`config.mk`:
```
export PLATFORM = sky130hd
export DESIGN_NAME = div_ctrl_flat
export DESIGN_NICKNAME = d
export VERILOG_FILES = /design/src/rtl/div_ctrl_pkg.sv /design/src/rtl/div_ctrl_if.sv /design/src/rtl/div_ctrl_step.sv /design/src/rtl/div_ctrl.sv /design/src/flat_wrapper.sv
export SDC_FILE = /design/constraint.sdc
export NUM_CORES = 1
export LEC_CHECK = 0
export CAP_MARGIN = 15
export CORE_MARGIN = 5
export CORE_UTILIZATION = 28
export DETAILED_ROUTE_END_ITERATION = 8
export HOLD_SLACK_MARGIN = 0.06
export PLACE_DENSITY = 0.5
export SLEW_MARGIN = 20
export SYNTH_ARGS = -nofsm -noshare
export SYNTH_HDL_FRONTEND = slang
export SYNTH_SLANG_ARGS = --single-unit
```
`constraint.sdc`:
```
create_clock -name clk -period 2.9 [get_ports clk]
set_input_delay 0.29 -clock clk [delete_from_list [all_inputs] [get_ports clk]]
set_output_delay 0.29 -clock clk [all_outputs]
set_load 0.02 [all_outputs]
```
`src/rtl/div_ctrl_pkg.sv`:
```
// Shared constants, state encoding and helpers for the RV32M divide sequencer.
package div_ctrl_pkg;

    localparam int DIV_XLEN  = 32;
    localparam int DIV_CNT_W = 5;

    localparam logic [6:0] FUNCT7_MULDIV = 7'b0000001;
    localparam logic [2:0] FUNCT3_DIV    = 3'b100;
    localparam logic [2:0] FUNCT3_DIVU   = 3'b101;
    localparam logic [2:0] FUNCT3_REM    = 3'b110;
    localparam logic [2:0] FUNCT3_REMU   = 3'b111;

    typedef enum logic [1:0] {
        DIV_STATE_IDLE = 2'd0,
        DIV_STATE_CALC = 2'd1,
        DIV_STATE_END  = 2'd2
    } div_state_e;

    // Decode helper for ex: true for DIV/DIVU/REM/REMU encodings.
    function automatic logic div_is_div_op(input logic [6:0] funct7, input logic [2:0] funct3);
        return (funct7 == FUNCT7_MULDIV) && funct3[2];
    endfunction

    function automatic logic [DIV_XLEN-1:0] div_abs(input logic [DIV_XLEN-1:0] v, input logic is_signed);
        return (is_signed && v[DIV_XLEN-1]) ? -v : v;
    endfunction

endpackage

```
`src/rtl/div_ctrl_if.sv`:
```
// Request/response bundle between ex (master) and the divide sequencer (slave).
interface div_ctrl_if;
    import div_ctrl_pkg::*;

    logic                start_i;
    logic [2:0]          op_i;
    logic [DIV_XLEN-1:0] dividend_i;
    logic [DIV_XLEN-1:0] divisor_i;
    logic [4:0]          reg_waddr_i;
    logic                abort_i;
    logic                busy_o;
    logic                ready_o;
    logic [DIV_XLEN-1:0] result_o;
    logic [4:0]          reg_waddr_o;

    modport master (
        output start_i, op_i, dividend_i, divisor_i, reg_waddr_i, abort_i,
        input  busy_o, ready_o, result_o, reg_waddr_o
    );

    modport slave (
        input  start_i, op_i, dividend_i, divisor_i, reg_waddr_i, abort_i,
        output busy_o, ready_o, result_o, reg_waddr_o
    );

endinterface

```
`src/rtl/div_ctrl_step.sv`:
```
// One restoring radix-2 iteration: shift in a dividend bit, subtract the divisor if it fits.
module div_step #(
    parameter int XLEN = 32
) (
    input  logic [XLEN-1:0] rem_i,
    input  logic            dvd_bit_i,
    input  logic [XLEN-1:0] divisor_i,
    output logic [XLEN-1:0] rem_o,
    output logic            q_bit_o
);

    logic [XLEN:0] shifted;

    // The shifted remainder can exceed XLEN bits, so compare at XLEN+1; the difference always fits in XLEN.
    always_comb begin
        shifted = {rem_i, dvd_bit_i};
        q_bit_o = (shifted >= {1'b0, divisor_i});
        rem_o   = q_bit_o ? (shifted[XLEN-1:0] - divisor_i) : shifted[XLEN-1:0];
    end

endmodule

```
`src/rtl/div_ctrl.sv`:
```
// Multi-cycle DIV/DIVU/REM/REMU sequencer beside ex; one quotient bit per cycle.
// Optional DIV_EARLY_OUT_EN: finish in one cycle when |dividend| < |divisor|.
module div_ctrl
    import div_ctrl_pkg::*;
#(
    parameter int XLEN  = DIV_XLEN,
    parameter int CNT_W = DIV_CNT_W
) (
    input logic       clk,
    input logic       rst,
    div_ctrl_if.slave bus
);

    div_state_e       state_q, state_d;
    logic [CNT_W-1:0] cnt_q, cnt_d;
    logic [XLEN-1:0]  dq_q, dq_d;
    logic [XLEN-1:0]  rem_q, rem_d;
    logic [XLEN-1:0]  dvs_q, dvs_d;
    logic             is_rem_q, is_rem_d;
    logic             neg_quo_q, neg_quo_d;
    logic             neg_rem_q, neg_rem_d;
    logic             ready_q, ready_d;
    logic [XLEN-1:0]  result_q, result_d;
    logic [4:0]       waddr_q, waddr_d;

    logic             op_signed;
    logic             op_rem;
    logic [XLEN-1:0]  dvd_abs;
    logic [XLEN-1:0]  dvs_abs;
    logic             div_zero;
    logic             div_ovf;
    logic [XLEN-1:0]  step_rem;
    logic             step_q;

    div_step #(.XLEN(XLEN)) u_step (
        .rem_i     (rem_q),
        .dvd_bit_i (dq_q[XLEN-1]),
        .divisor_i (dvs_q),
        .rem_o     (step_rem),
        .q_bit_o   (step_q)
    );

    always_comb begin
        op_signed = !((bus.op_i == FUNCT3_DIVU) || (bus.op_i == FUNCT3_REMU));
        op_rem    = (bus.op_i == FUNCT3_REM) || (bus.op_i == FUNCT3_REMU);
        dvd_abs   = div_abs(bus.dividend_i, op_signed);
        dvs_abs   = div_abs(bus.divisor_i, op_signed);
        div_zero  = (bus.divisor_i == '0);
        div_ovf   = op_signed && (bus.dividend_i == {1'b1, {(XLEN-1){1'b0}}})
                    && (bus.divisor_i == '1);
    end

    // dq holds the shrinking dividend in its upper bits and the growing quotient in its lower bits.
    always_comb begin
        state_d   = state_q;
        cnt_d     = cnt_q;
        dq_d      = dq_q;
        rem_d     = rem_q;
        dvs_d     = dvs_q;
        is_rem_d  = is_rem_q;
        neg_quo_d = neg_quo_q;
        neg_rem_d = neg_rem_q;
        ready_d   = 1'b0;
        result_d  = result_q;
        waddr_d   = waddr_q;

        case (state_q)
            DIV_STATE_IDLE: begin
                if (bus.start_i) begin
                    waddr_d   = bus.reg_waddr_i;
                    is_rem_d  = op_rem;
                    neg_quo_d = op_signed && (bus.dividend_i[XLEN-1] ^ bus.divisor_i[XLEN-1]);
                    neg_rem_d = op_signed && bus.dividend_i[XLEN-1];
                    dvs_d     = dvs_abs;
                    cnt_d     = '0;
                    // Special results are already final, so the sign fix is disabled for them.
                    if (div_zero) begin
                        dq_d      = '1;
                        rem_d     = bus.dividend_i;
                        neg_quo_d = 1'b0;
                        neg_rem_d = 1'b0;
                        state_d   = DIV_STATE_END;
                    end else if (div_ovf) begin
                        dq_d      = {1'b1, {(XLEN-1){1'b0}}};
                        rem_d     = '0;
                        neg_quo_d = 1'b0;
                        neg_rem_d = 1'b0;
                        state_d   = DIV_STATE_END;
                    end
`ifdef DIV_EARLY_OUT_EN
                    else if (dvd_abs < dvs_abs) begin
                        dq_d    = '0;
                        rem_d   = dvd_abs;
                        state_d = DIV_STATE_END;
                    end
`endif
                    else begin
                        dq_d    = dvd_abs;
                        rem_d   = '0;
                        state_d = DIV_STATE_CALC;
                    end
                end
            end
            DIV_STATE_CALC: begin
                dq_d  = {dq_q[XLEN-2:0], step_q};
                rem_d = step_rem;
                cnt_d = cnt_q + CNT_W'(1);
                if (cnt_q == '1) begin
                    state_d = DIV_STATE_END;
                end
            end
            DIV_STATE_END: begin
                if (is_rem_q) begin
                    result_d = neg_rem_q ? -rem_q : rem_q;
                end else begin
                    result_d = neg_quo_q ? -dq_q : dq_q;
                end
                ready_d = 1'b1;
                state_d = DIV_STATE_IDLE;
            end
            default: begin
                state_d = DIV_STATE_IDLE;
            end
        endcase

        // A flush cancels everything in flight, including an accept in the same cycle.
        if (bus.abort_i) begin
            state_d  = DIV_STATE_IDLE;
            ready_d  = 1'b0;
            result_d = result_q;
            waddr_d  = waddr_q;
        end
    end

    always_ff @(posedge clk) begin
        if (rst) begin
            state_q   <= DIV_STATE_IDLE;
            cnt_q     <= '0;
            dq_q      <= '0;
            rem_q     <= '0;
            dvs_q     <= '0;
            is_rem_q  <= 1'b0;
            neg_quo_q <= 1'b0;
            neg_rem_q <= 1'b0;
            ready_q   <= 1'b0;
            result_q  <= '0;
            waddr_q   <= '0;
        end else begin
            state_q   <= state_d;
            cnt_q     <= cnt_d;
            dq_q      <= dq_d;
            rem_q     <= rem_d;
            dvs_q     <= dvs_d;
            is_rem_q  <= is_rem_d;
            neg_quo_q <= neg_quo_d;
            neg_rem_q <= neg_rem_d;
            ready_q   <= ready_d;
            result_q  <= result_d;
            waddr_q   <= waddr_d;
        end
    end

    assign bus.busy_o      = (state_q != DIV_STATE_IDLE);
    assign bus.ready_o     = ready_q;
    assign bus.result_o    = result_q;
    assign bus.reg_waddr_o = waddr_q;

endmodule

```
`src/flat_wrapper.sv`:
```
// flat-port wrapper written by rule: the top's interface ports become plain ports
module div_ctrl_flat import div_ctrl_pkg::*;
#(
    parameter int XLEN  = DIV_XLEN,
    parameter int CNT_W = DIV_CNT_W
)
  (clk, rst, bus_start_i, bus_op_i, bus_dividend_i, bus_divisor_i, bus_reg_waddr_i, bus_abort_i, bus_busy_o, bus_ready_o, bus_result_o, bus_reg_waddr_o);
  div_ctrl_if bus_i ();
  input logic clk;
  input logic rst;
  input wire logic [$bits(bus_i.start_i)-1:0] bus_start_i;
  input wire logic [$bits(bus_i.op_i)-1:0] bus_op_i;
  input wire logic [$bits(bus_i.dividend_i)-1:0] bus_dividend_i;
  input wire logic [$bits(bus_i.divisor_i)-1:0] bus_divisor_i;
  input wire logic [$bits(bus_i.reg_waddr_i)-1:0] bus_reg_waddr_i;
  input wire logic [$bits(bus_i.abort_i)-1:0] bus_abort_i;
  output wire logic [$bits(bus_i.busy_o)-1:0] bus_busy_o;
  output wire logic [$bits(bus_i.ready_o)-1:0] bus_ready_o;
  output wire logic [$bits(bus_i.result_o)-1:0] bus_result_o;
  output wire logic [$bits(bus_i.reg_waddr_o)-1:0] bus_reg_waddr_o;
  assign bus_i.start_i = bus_start_i;
  assign bus_i.op_i = bus_op_i;
  assign bus_i.dividend_i = bus_dividend_i;
  assign bus_i.divisor_i = bus_divisor_i;
  assign bus_i.reg_waddr_i = bus_reg_waddr_i;
  assign bus_i.abort_i = bus_abort_i;
  assign bus_busy_o = bus_i.busy_o;
  assign bus_ready_o = bus_i.ready_o;
  assign bus_result_o = bus_i.result_o;
  assign bus_reg_waddr_o = bus_i.reg_waddr_o;
  div_ctrl #(.XLEN(XLEN), .CNT_W(CNT_W)) u_core (.clk(clk), .rst(rst), .bus(bus_i));
endmodule
```
==> results.md, run 1 <==
- Most instantiated library cell after synthesis: sky130_fd_sc_hd__nand2_1
- DIE HEIGHT: between 200 and 250 um
- Power share of the combinational group: 41.3%
- Final standard cell area without fillers: 15300 um^2
- Number of enable-type register cells in the synthesized netlist: 0
- Final routed wirelength across all metal layers: roughly 45 mm
- Initial drt markers: 883
- Number of buffers inserted by hold repair at cts: 0
- Clock-pin slew reported for the worst setup and hold paths after clock tree synthesis: around 0.060 ns
- Run status: complete, but fails checks
- Tmin final: between 3 and 4 ns
- Failing checks: setup timing
- Drt first pass iters: 5
- Number of storage elements in the synthesis netlist: between 100 and 150
- Share of post-route cells with drive strength above 1: 19.8%
- Final Wtd Congestion: just over 0.9
- # diodes: 0
- Share of the core filled with cells in the final layout: roughly two fifths
- Vias in the first global route: 11800
- Hold Crit Class: input pin to flip-flop
- Worst Setup Slack, final: -0.272 ns
- Critical Path Fanout Max: 2
- Clock Tree Buf Depth: 2
- Syn_nets: around 1600
- Setup repair after global routing missed its margin: yes
- Vias/cell: about 5.3
- H-Tree Depth: 4
- Switching share of total power: 36.1%
- Number of buffers inserted by port buffering: between 100 and 150
- Initial Util: 28.4%
- Category of the critical setup timing path: flip-flop to flip-flop
- Post-route DRC: 0
- Cell area after placement: 14300 um^2
- Final cell count without fillers: around 2300
- Number of buffers created by CTS: 17
- Number of hold violations in the final report: 0
- Ports placed on the boundary: between 100 and 150
- Area of the core: 38800 um^2
- Drt wl/cell: about 20 um
- Reported max-cap violation count: 0
- Gate count of the mapped netlist: around 1500
- Syn_area_per_cell: around 7.4 um^2
- NetSw: 2.85 mW
- Fin Clk Skew: roughly 0.014 ns
- Final global-route overflow total: 0
- Final max-slew violation count: 0
- Setup crit end kind: flip-flop
- Global-route wire length before repair: 69.2 mm
- Layout overhead on the synthesized area: 38.7%
- Reg power frac: about 28%
- Ys Warns: 0
- Proportion of power drawn by the clock network: roughly 30%
- Half-perimeter wire length after detailed placement: 36.2 mm
- Count of nets after finishing: about 1900
- FP Rows: 72
- Unique masters post-synth: 73
- Nature of the critical path startpoint: flip-flop
- Internal power: slightly above 5 mW
- Sink count of the clock tree: around 140
- Worst IR drop on VDD: approximately 460 uV
- Commonest cells in the netlist: 156 x sky130_fd_sc_hd__nand2_1, 150 x sky130_fd_sc_hd__nor2_1, 144 x sky130_fd_sc_hd__dfxtp_1
- Final antenna-violating net count: 0
- Final worst path period share: 109%
- Number of antenna violations at the first check in global routing: 0
- Worst-Margin Slew: about 0.87 ns
- Post-synthesis async set-or-reset flop share: 0%
- Most frequently used flop master after synthesis: sky130_fd_sc_hd__dfxtp_1
- Cell types with the largest area share after synthesis: sky130_fd_sc_hd__dfxtp_1 26%, sky130_fd_sc_hd__xnor2_1 5.6%, sky130_fd_sc_hd__nand2_1 5.3%
- Number of failing setup endpoints in the final timing report: 4
- Power Density: 516 nW/um^2
- Overall die area: 43500 um^2
- Root cell of the clock tree: sky130_fd_sc_hd__clkbuf_16
- Cell leakage power: between 6 and 7 nW
- Total number of vias: between 10000 and 15000
- CTS tree: built
- Arrival @ worst endpoint: around 3.5 ns
- Yosys top cell by area: sky130_fd_sc_hd__dfxtp_1
- Post-synthesis cell area: approximately 11000 um^2
- Chip width: 208 um
- Proportion of netlist area held by the largest area contributor: between 20% and 30%
- Skew-Pair Late Insertion Delay: ~0.44 ns
- Inst Count DP: 2268
- Sequential cell area fraction in the yosys report: between 20% and 30%
- Pin count of the biggest net entering global routing: 74
- Data required time of the critical path: roughly 3.2 ns
- Design Power: 7.89 mW
- Worst max-slew margin expressed relative to the limit: a little over two fifths
- Upper clock frequency limit: 0.315 GHz
- Overall track demand over capacity in global routing: about a fifth
[through the flow]
step                hold WS, ns  worst slack (ns)  setup TNS [ns]
floorplan                 0.426            -0.244          -0.304
global placement          0.441            -0.284           -4.08
detailed placement        0.446            -0.282           -5.14
CTS                       0.382            -0.267          -0.634
global route              0.389            -0.359           -1.11
finish                    0.399            -0.272          -0.666
[kinds of logic (layout without fill, tap and decap cells)]
| group | after synthesis | after routing | share of synthesized area (%) |
|---|---|---|---|
| simple gates | 539 | 539 | 23.4 |
| fa+ha+maj | 40 | 40 | 4.61 |
| xor+xnor | 128 | 128 | 10.2 |
| flops | 144 | 144 | 26.1 |
| buf+inv | 161 | 461 | 5.50 |
| mux | 42 | 42 | 3.81 |
| compound gates | 440 | 440 | 26.3 |
[placed cells by master, fill, tap and decap left out, types with 14 or more instances in the layout]
cell type | netlist | routed
sky130_fd_sc_hd__a211oi_1 | 43 | 39
sky130_fd_sc_hd__a21oi_1 | 108 | 106
sky130_fd_sc_hd__a31oi_1 | 20 | 20
sky130_fd_sc_hd__buf_4 | 0 | 246
sky130_fd_sc_hd__clkbuf_16 | 0 | 19
sky130_fd_sc_hd__clkdlybuf4s50_1 | 0 | 113
sky130_fd_sc_hd__dfxtp_1 | 144 | 138
sky130_fd_sc_hd__ha_1 | 39 | 35
sky130_fd_sc_hd__inv_1 | 62 | 59
sky130_fd_sc_hd__mux2i_1 | 42 | 41
sky130_fd_sc_hd__nand2_1 | 156 | 155
sky130_fd_sc_hd__nand2b_1 | 14 | 14
sky130_fd_sc_hd__nand3_1 | 44 | 41
sky130_fd_sc_hd__nand4_1 | 22 | 22
sky130_fd_sc_hd__nor2_1 | 150 | 150
sky130_fd_sc_hd__nor3_1 | 46 | 44
sky130_fd_sc_hd__nor4_1 | 22 | 21
sky130_fd_sc_hd__o211ai_1 | 29 | 29
sky130_fd_sc_hd__o21ai_0 | 88 | 87
sky130_fd_sc_hd__o22ai_1 | 23 | 22
sky130_fd_sc_hd__o31ai_1 | 20 | 20
sky130_fd_sc_hd__o41ai_1 | 18 | 17
sky130_fd_sc_hd__or3_1 | 20 | 20
sky130_fd_sc_hd__xnor2_1 | 70 | 70
sky130_fd_sc_hd__xor2_1 | 58 | 57
[worst max-delay path: stages, from the launching register on]
cell	delay, ns
sky130_fd_sc_hd__dfxtp_2	0.32
sky130_fd_sc_hd__or4_4	0.53
sky130_fd_sc_hd__or4_4	0.49
sky130_fd_sc_hd__or4_4	0.44
sky130_fd_sc_hd__or4_4	0.43
sky130_fd_sc_hd__or3_4	0.36
sky130_fd_sc_hd__nor3_4	0.17
sky130_fd_sc_hd__nor4b_2	0.07
sky130_fd_sc_hd__a22o_1	0.24
[state kept, by name, summed over array words and instances (netlist names)]
| signal | count |
|---|---|
| u_core.bus.result_o | 32 |
| u_core.dq_q | 32 |
| u_core.dvs_q | 32 |
| u_core.rem_q | 32 |
| u_core.bus.reg_waddr_o | 5 |
| u_core.cnt_q | 5 |
| u_core.state_q | 2 |
| u_core.bus.ready_o | 1 |
| u_core.is_rem_q | 1 |
| u_core.neg_quo_q | 1 |
| u_core.neg_rem_q | 1 |
[layer usage]
layer  GRT usage (%)  share of wire, %  vias up
met5               0                 0        -
li1                -                 -     6062
met4            5.32               2.4        0
met3            3.93               5.8       52
met2            31.6                44      380
met1            28.2                47     5831
[what timing repair did]
action / 4_1_cts / 5_1_grt
setup endpoints to repair: 15 / 37
setup buffers: 1 / 10
pin swaps: 5 / 22
cloned: 0 / 2
gates resized for setup: 11 / 36
[path summary, 6_finish.rpt]
kind | start | to | slack [ns] | cells after the start
max | u_core.dq_q[6] | u_core.bus.result_o[31] | -0.27 | 8
min | bus_reg_waddr_i[1] | u_core.bus.reg_waddr_o[1] | 0.40 | 3
max reg2reg | u_core.dq_q[6] | u_core.bus.result_o[31] | -0.27 | 8
min reg2reg | u_core.dvs_q[31] | u_core.dvs_q[31] | 0.45 | 2
[power by group through the flow]
stage	Combinational [mW]	Sequential (mW)	Clock [mW]
6_report	3.26	2.24	2.39
5_1_grt	3.53	2.25	2.51
4_1_cts	3.04	2.23	2.43
3_3_place_gp	2.97	2.27	0
3_5_place_dp	2.98	2.28	0
2_1_floorplan	1.71	2.26	0
[cell type report]
class	count	area (um^2)
Sequential cell	144	2890
Clock buffer	18	429
Timing Repair Buffer	367	3120
Fill cell	4031	23500
Inverter	62	233
Tap cell	518	648
Clock inverter	14	189
Multi-Input combinational cell	1189	7790
(Power assumes the default switching activity.)
==> run 2, diff against run 1 <==
Settings changed: CTS_BUF_LIST from default to sky130_fd_sc_hd__clkbuf_2.
==> run 2 against run 1 <==
  * Critical path depth unchanged
  * Worst setup slack got worse by 0.029 ns
  * Sequential share of layout area grew 0.25 points
  * The flow still finishes with violations (setup timing)
  * Critical path type unchanged
  * Largest cell class unchanged
  * Sequential power about the same
  * Highest routed layer unchanged
  * Via count increased by 0.67%
  * Combinational power is essentially flat
==> results.md, run 2 (same netlist as run 1, synthesis figures left out) <==
- Worst Setup Slack, final: -0.301 ns
- Largest stage delay on the critical path: 0.53 ns
- Data required time of the critical path: approximately 3.6 ns
- CTS tree: built
- Final antenna-violating net count: 0
- Final routed wirelength across all metal layers: around 45 mm
- Final global-route overflow total: 0
- Final worst path period share: 110%
- Post-route DRC: 0
- Number of antenna violations at the first check in global routing: 1
- Area taken by multi-input logic gates: ~7800 um^2
- Overall track demand over capacity in global routing: 20.1%
- Initial drt markers: between 800 and 900
- Chip width: 208 um
- Ports placed on the boundary: 115
- Tmin final: 3.20 ns
- Final cell count without fillers: ~2300
- H-Tree Depth: 4
- DIE HEIGHT: 208 um
- Arrival @ worst endpoint: approximately 3.9 ns
- Area of the core: between 30000 and 40000 um^2
- Number of instances on the worst hold path: 4
- Total number of vias: around 12000
- Final max-slew violation count: 0
- Setup crit end kind: flip-flop
- FP Rows: slightly above 70
- Critical Path Fanout Max: 2
- Run status: complete, but fails checks
- Fin Clk Skew: roughly 0.052 ns
- Stages on worst setup path: 8
- Clock Tree Buf Depth: 2
- Overall die area: ~43000 um^2
- Pin count of the biggest net entering global routing: 74
- Number of buffers inserted by port buffering: 114
- Vias/cell: 5.34
- Failing checks: setup timing
- Depth of the worst register-to-register path: 8
- Drt wl/cell: 19.5 um
- Clock-pin slew reported for the worst setup and hold paths after clock tree synthesis: 0.26 ns
- Worst-Margin Slew: roughly 0.86 ns
- Leading cell type in the layout, fill and taps excluded: sky130_fd_sc_hd__buf_4
- Sequential standard cell area: slightly below 3000 um^2
- Most used cells in the layout excluding fill and tap cells: 243 x sky130_fd_sc_hd__buf_4, 155 x sky130_fd_sc_hd__nand2_1, 150 x sky130_fd_sc_hd__nor2_1, 136 x sky130_fd_sc_hd__dfxtp_1, 113 x sky130_fd_sc_hd__clkdlybuf4s50_1
- Hold Crit Class: input pin to flip-flop
- Worst IR drop on VDD: 254 uV
- Final Wtd Congestion: between 0.9 and 1
- Inst Count DP: about 2300
- Reported max-cap violation count: 0
- Number of failing setup endpoints in the final timing report: 4
- Root cell of the clock tree: sky130_fd_sc_hd__clkbuf_2
- Drt first pass iters: 6
- Vias in the first global route: between 10000 and 15000
- Count of filler cells inserted in the layout: roughly 4000
- Skew-Pair Late Insertion Delay: 0.82 ns
- Number of hold violations in the final report: 0
- Initial Util: 28.4%
- Count of nets after finishing: between 1500 and 2000
- Critical-path cell with the highest stage delay: sky130_fd_sc_hd__or4_4
- Layout overhead on the synthesized area: 37.1%
- Global-route wire length before repair: roughly 69 mm
- Nature of the critical path startpoint: flip-flop
- Upper clock frequency limit: approximately 0.31 GHz
- Sink count of the clock tree: ~140
- Cell leakage power: 5.94 nW
- Cell type group with the largest total delay on the critical path: simple AND/OR/NAND/NOR gates
- CP bufs+invs: 0
- Number of buffers created by CTS: 17
- Share of post-route cells with drive strength above 1: roughly a fifth
- Category of the critical setup timing path: flip-flop to flip-flop
- Design Power: slightly below 7 mW
- Crit path cell chain: or4_4 > or4_4 > or4_4 > or4_4 > or3_4 > nor3_4 > nor4b_2 > a22o_1
- Worst max-slew margin expressed relative to the limit: between 40 and 50%
- Setup repair after global routing missed its margin: yes
- Power Density: roughly 460 nW/um^2
- Cell repeated most along the worst path: sky130_fd_sc_hd__or4_4
- Half-perimeter wire length after detailed placement: 36.2 mm
run 2: changes by cell type in the layout (fill, tap and decap cells not counted), sizes merged:
cell and delta:
dlygate4sd3 +13, buf -2, diode +1
run 2: timing repair:
item	CTS	global route
endpoints found under the setup margin	18	35
setup buffers	1	9
hold endpoints to repair	41	0
hold buffers	13	0
gates cloned	0	2
pin swaps	6	25
gates resized for setup	15	39
run 2: layout make-up:
cell class | count | area share, %
Sequential cell | 144 | 19.1
Timing Repair Buffer | 378 | 21.5
Clock inverter | 14 | 1.25
Multi-Input combinational cell | 1189 | 51.7
Clock buffer | 18 | 0.596
Inverter | 62 | 1.54
Antenna cell | 1 | 0.0166
Tap cell | 518 | 4.29
run 2: power by group:
| group | internal [mW] | switching (mW) | leakage (nW) |
|---|---|---|---|
| Clock | 0.569 | 0.837 | 0.160 |
| Combinational | 1.51 | 1.77 | 4.59 |
| Sequential | 2.11 | 0.134 | 1.18 |
| Total | 4.19 | 2.75 | 5.94 |
run 2: final timing paths:
kind,slack (ns),endpoint,from
max,-0.30,u_core.bus.result_o[31],u_core.dq_q[6]
min,0.22,u_core.dq_q[31],bus_dividend_i[31]
max reg2reg,-0.30,u_core.bus.result_o[31],u_core.dq_q[6]
min reg2reg,0.46,u_core.dvs_q[31],u_core.dvs_q[31]
run 2: routing by layer:
metal  vias up  track usage, %  share of wire, %
met5         -               0                 0
met4         0            5.37               2.4
met3        53            3.86               6.4
met2       412            31.6                44
met1      5852            28.4                47
li1       6090               -                 -
run 2: per-stage QoR:
step	worst slack (ns)	TNS [ns]	util (%)	area [um^2]	hold WS [ns]
global placement	-0.284	-4.08	36.9	14300	0.441
floorplan	-0.244	-0.304	-	11000	0.426
CTS	-0.306	-0.660	38.1	14800	0.155
detailed placement	-0.282	-5.14	36.9	14300	0.446
global route	-0.405	-1.29	38.9	15100	0.160
finish	-0.301	-0.688	38.9	15100	0.222
run 2: worst reg2reg max path, delay by kind of cell, from the launching register on:
family,cells,cell delay (ns)
DFF,1,0.37
AOI/OAI and AO/OA,1,0.24
and+or+nand+nor,7,2.49
==> run 3, diff against run 2 <==
Settings changed: CAP_MARGIN 15 to default, CTS_CLUSTER_SIZE from default to 12.
==> results of run 3 <==
No change in the layout: final DEF, timing and power equal those of run 2.
==> variant, RTL diff (flow settings as in run 2) <==
Re-encode `div_state_e` (3 states) as one-hot, 3 bits wide.
--- a/src/rtl/div_ctrl_pkg.sv
+++ b/src/rtl/div_ctrl_pkg.sv
@@ -10,10 +10,10 @@
     localparam logic [2:0] FUNCT3_REM    = 3'b110;
     localparam logic [2:0] FUNCT3_REMU   = 3'b111;
 
-    typedef enum logic [1:0] {
-        DIV_STATE_IDLE = 2'd0,
-        DIV_STATE_CALC = 2'd1,
-        DIV_STATE_END  = 2'd2
+    typedef enum logic [2:0] {
+        DIV_STATE_IDLE = 3'b001,
+        DIV_STATE_CALC = 3'b010,
+        DIV_STATE_END  = 3'b100
     } div_state_e;
 
     // Decode helper for ex: true for DIV/DIVU/REM/REMU encodings.
Check against the original RTL: same outputs for any inputs over 4 cycles, from zero or initial values and one cycle with rst high; so few cycles prove little.
==> variant against run 2 <==
  * Clock skew fell by 0.011 ns
  * Total power fell by 13%
  * Clock power rose by 4%
  * Design area fell by 5.1%
  * Worst setup slack improved by 0.39 ns
  * Synthesized area fell by 2.2%
  * Sequential cell count rose by 1
  * Wire length fell by 15%
  * Via count fell by 7.5%
  * Critical path type unchanged
  * Largest cell class unchanged
==> variant: results (changes against run 2) <==
post-CTS resize count -> 6 (-9)
Fillers -> 4106 (+1.1%)
top post-synthesis cells by count -> 145 x dfxtp_1, 139 x nand2_1, 136 x a21oi_1
Worst setup startpoint -> u_core.dvs_q[12]
RR Endpoint -> u_core.rem_q[7]
Min-Delay Path Depth -> 3 (-1)
LEAKAGE -> 5.36 nW (-9.7%)
Skew-Pair Late Insertion Delay -> 0.78 ns (-0.04 ns)
HPWL Detailed -> 30300 µm (-16%)
Hold Path End -> u_core.state_q[1]
drt first pass iters -> 5 (-1)
Vias/cell -> 5.15 (-3.6%)
fraction of area in multi-input gates -> 0.518 (+0.000938)
Multi-Input Combinational -> 1155 (-2.9%)
Distinct cells, synth -> 69 (-5.5%)
sequential fraction of the synthesis area -> 0.269 (+0.00777)
placer congestion estimate -> 0.907 (-2.8%)
clock tree cell share of total cell area -> 0.0209 (+0.00247)
Worst R2R Path Depth -> 12 (+4)
Peak VDD IR -> 0.000207 V (-18%)
fin nets -> 1821 (-4.6%)
DR vias -> 11500 (-7.5%)
largest net degree at the start of global routing -> 66 (-11%)
dpl cell area -> 0.0138 mm² (-3.8%)
placed cells -> 2187 (-3.6%)
critical path arrival -> 3.49 ns (-0.41 ns)
status -> finished clean
clock slew at reported path FFs -> 0.24 ns (-0.02 ns)
nonclk inv count -> 57 (-8.1%)
final hold slack -> 0.209 ns (-0.0131 ns)
Reg power frac -> 0.369 (+0.045)
syn nets -> 1576 (-2.1%)
synth warn -> 0 (unchanged)
pre-CTS setup slack -> -0.219 ns (+0.0627 ns)
Mapped Area -> 0.0108 mm² (-2.2%)
#FFs+latches synth -> 145 (+0.69%)
Post-CTS Setup Bufs -> 1 (unchanged)
Clk power -> 1.47 mW (+4%)
worst-path maximum fanout -> 7 (+5)
Total Routing Usage GR -> 0.180 (-0.0210)
final wirelength -> 38500 µm (-15%)
Final Critical Period -> 2.81 ns (-0.391 ns)
delay-heaviest family, CP -> compound AO/OA/AOI/OAI gates
max incr delay on CP -> 0.40 ns (-0.13 ns)
DR iter-0 viols -> 621 (-27%)
reg-to-reg setup timing slack -> 0.09 ns (+0.39 ns)
layout cells sized above 1 -> 0.170 (-0.0300)
CP max stage cell -> dfxtp_1
global-route wire length before repair -> 61700 µm (-11%)
Max-slew headroom -> 0.469 (+0.0421)
Worst Skew -> 0.0413 ns (-0.0108 ns)
Layout clock buffers -> 17 (-1)
cts hold-fix bufs -> 7 (-6)
P&R area growth vs syn -> 33.0%
switching part of the total power -> 0.365 (-0.0309)
Signal buf overhead -> 0.199 (-0.0160)
register area -> 0.00291 mm² (+0.56%)
top cells by area, synth -> dfxtp_1 27%, a21oi_1 6.3%, xnor2_1 5.8%
## variant: cell count changes in the layout (fill, tap and decap cells not counted), moves of 8 or more
cell      change
nand2b_1      -9
nor3_1       +29
nand2_1      -17
o21ai_0      +23
buf_4        -40
o31ai_1       +8
nor2_1       -42
o221a_2       -9
xor2_1        +9
nor4_1        -8
a21oi_1      +27
a211oi_1     +15
mux2i_1      -18
## variant: cell families (layout without fill, tap and decap cells)
group / count (synthesis) / after routing / synth area share
adder cells (fa/ha/maj): 40 / 40 / 0.0471
other: 0 / 1 / 0
buffers and inverters: 160 / 418 / 0.0563
AND/OR/NAND/NOR: 486 / 486 / 0.220
flip-flops: 145 / 145 / 0.269
AO/OA/AOI/OAI: 467 / 467 / 0.273
multiplexers: 25 / 25 / 0.0234
XOR/XNOR: 137 / 137 / 0.111
## variant: routing by layer
metal  up-vias  part of all wire  global-route usage
met4         0             0.017              0.0433
met1      5306              0.49               0.256
met2       290              0.45               0.285
li1       5842                 -                   -
met5         -                 0                   0
met3        43             0.050              0.0303
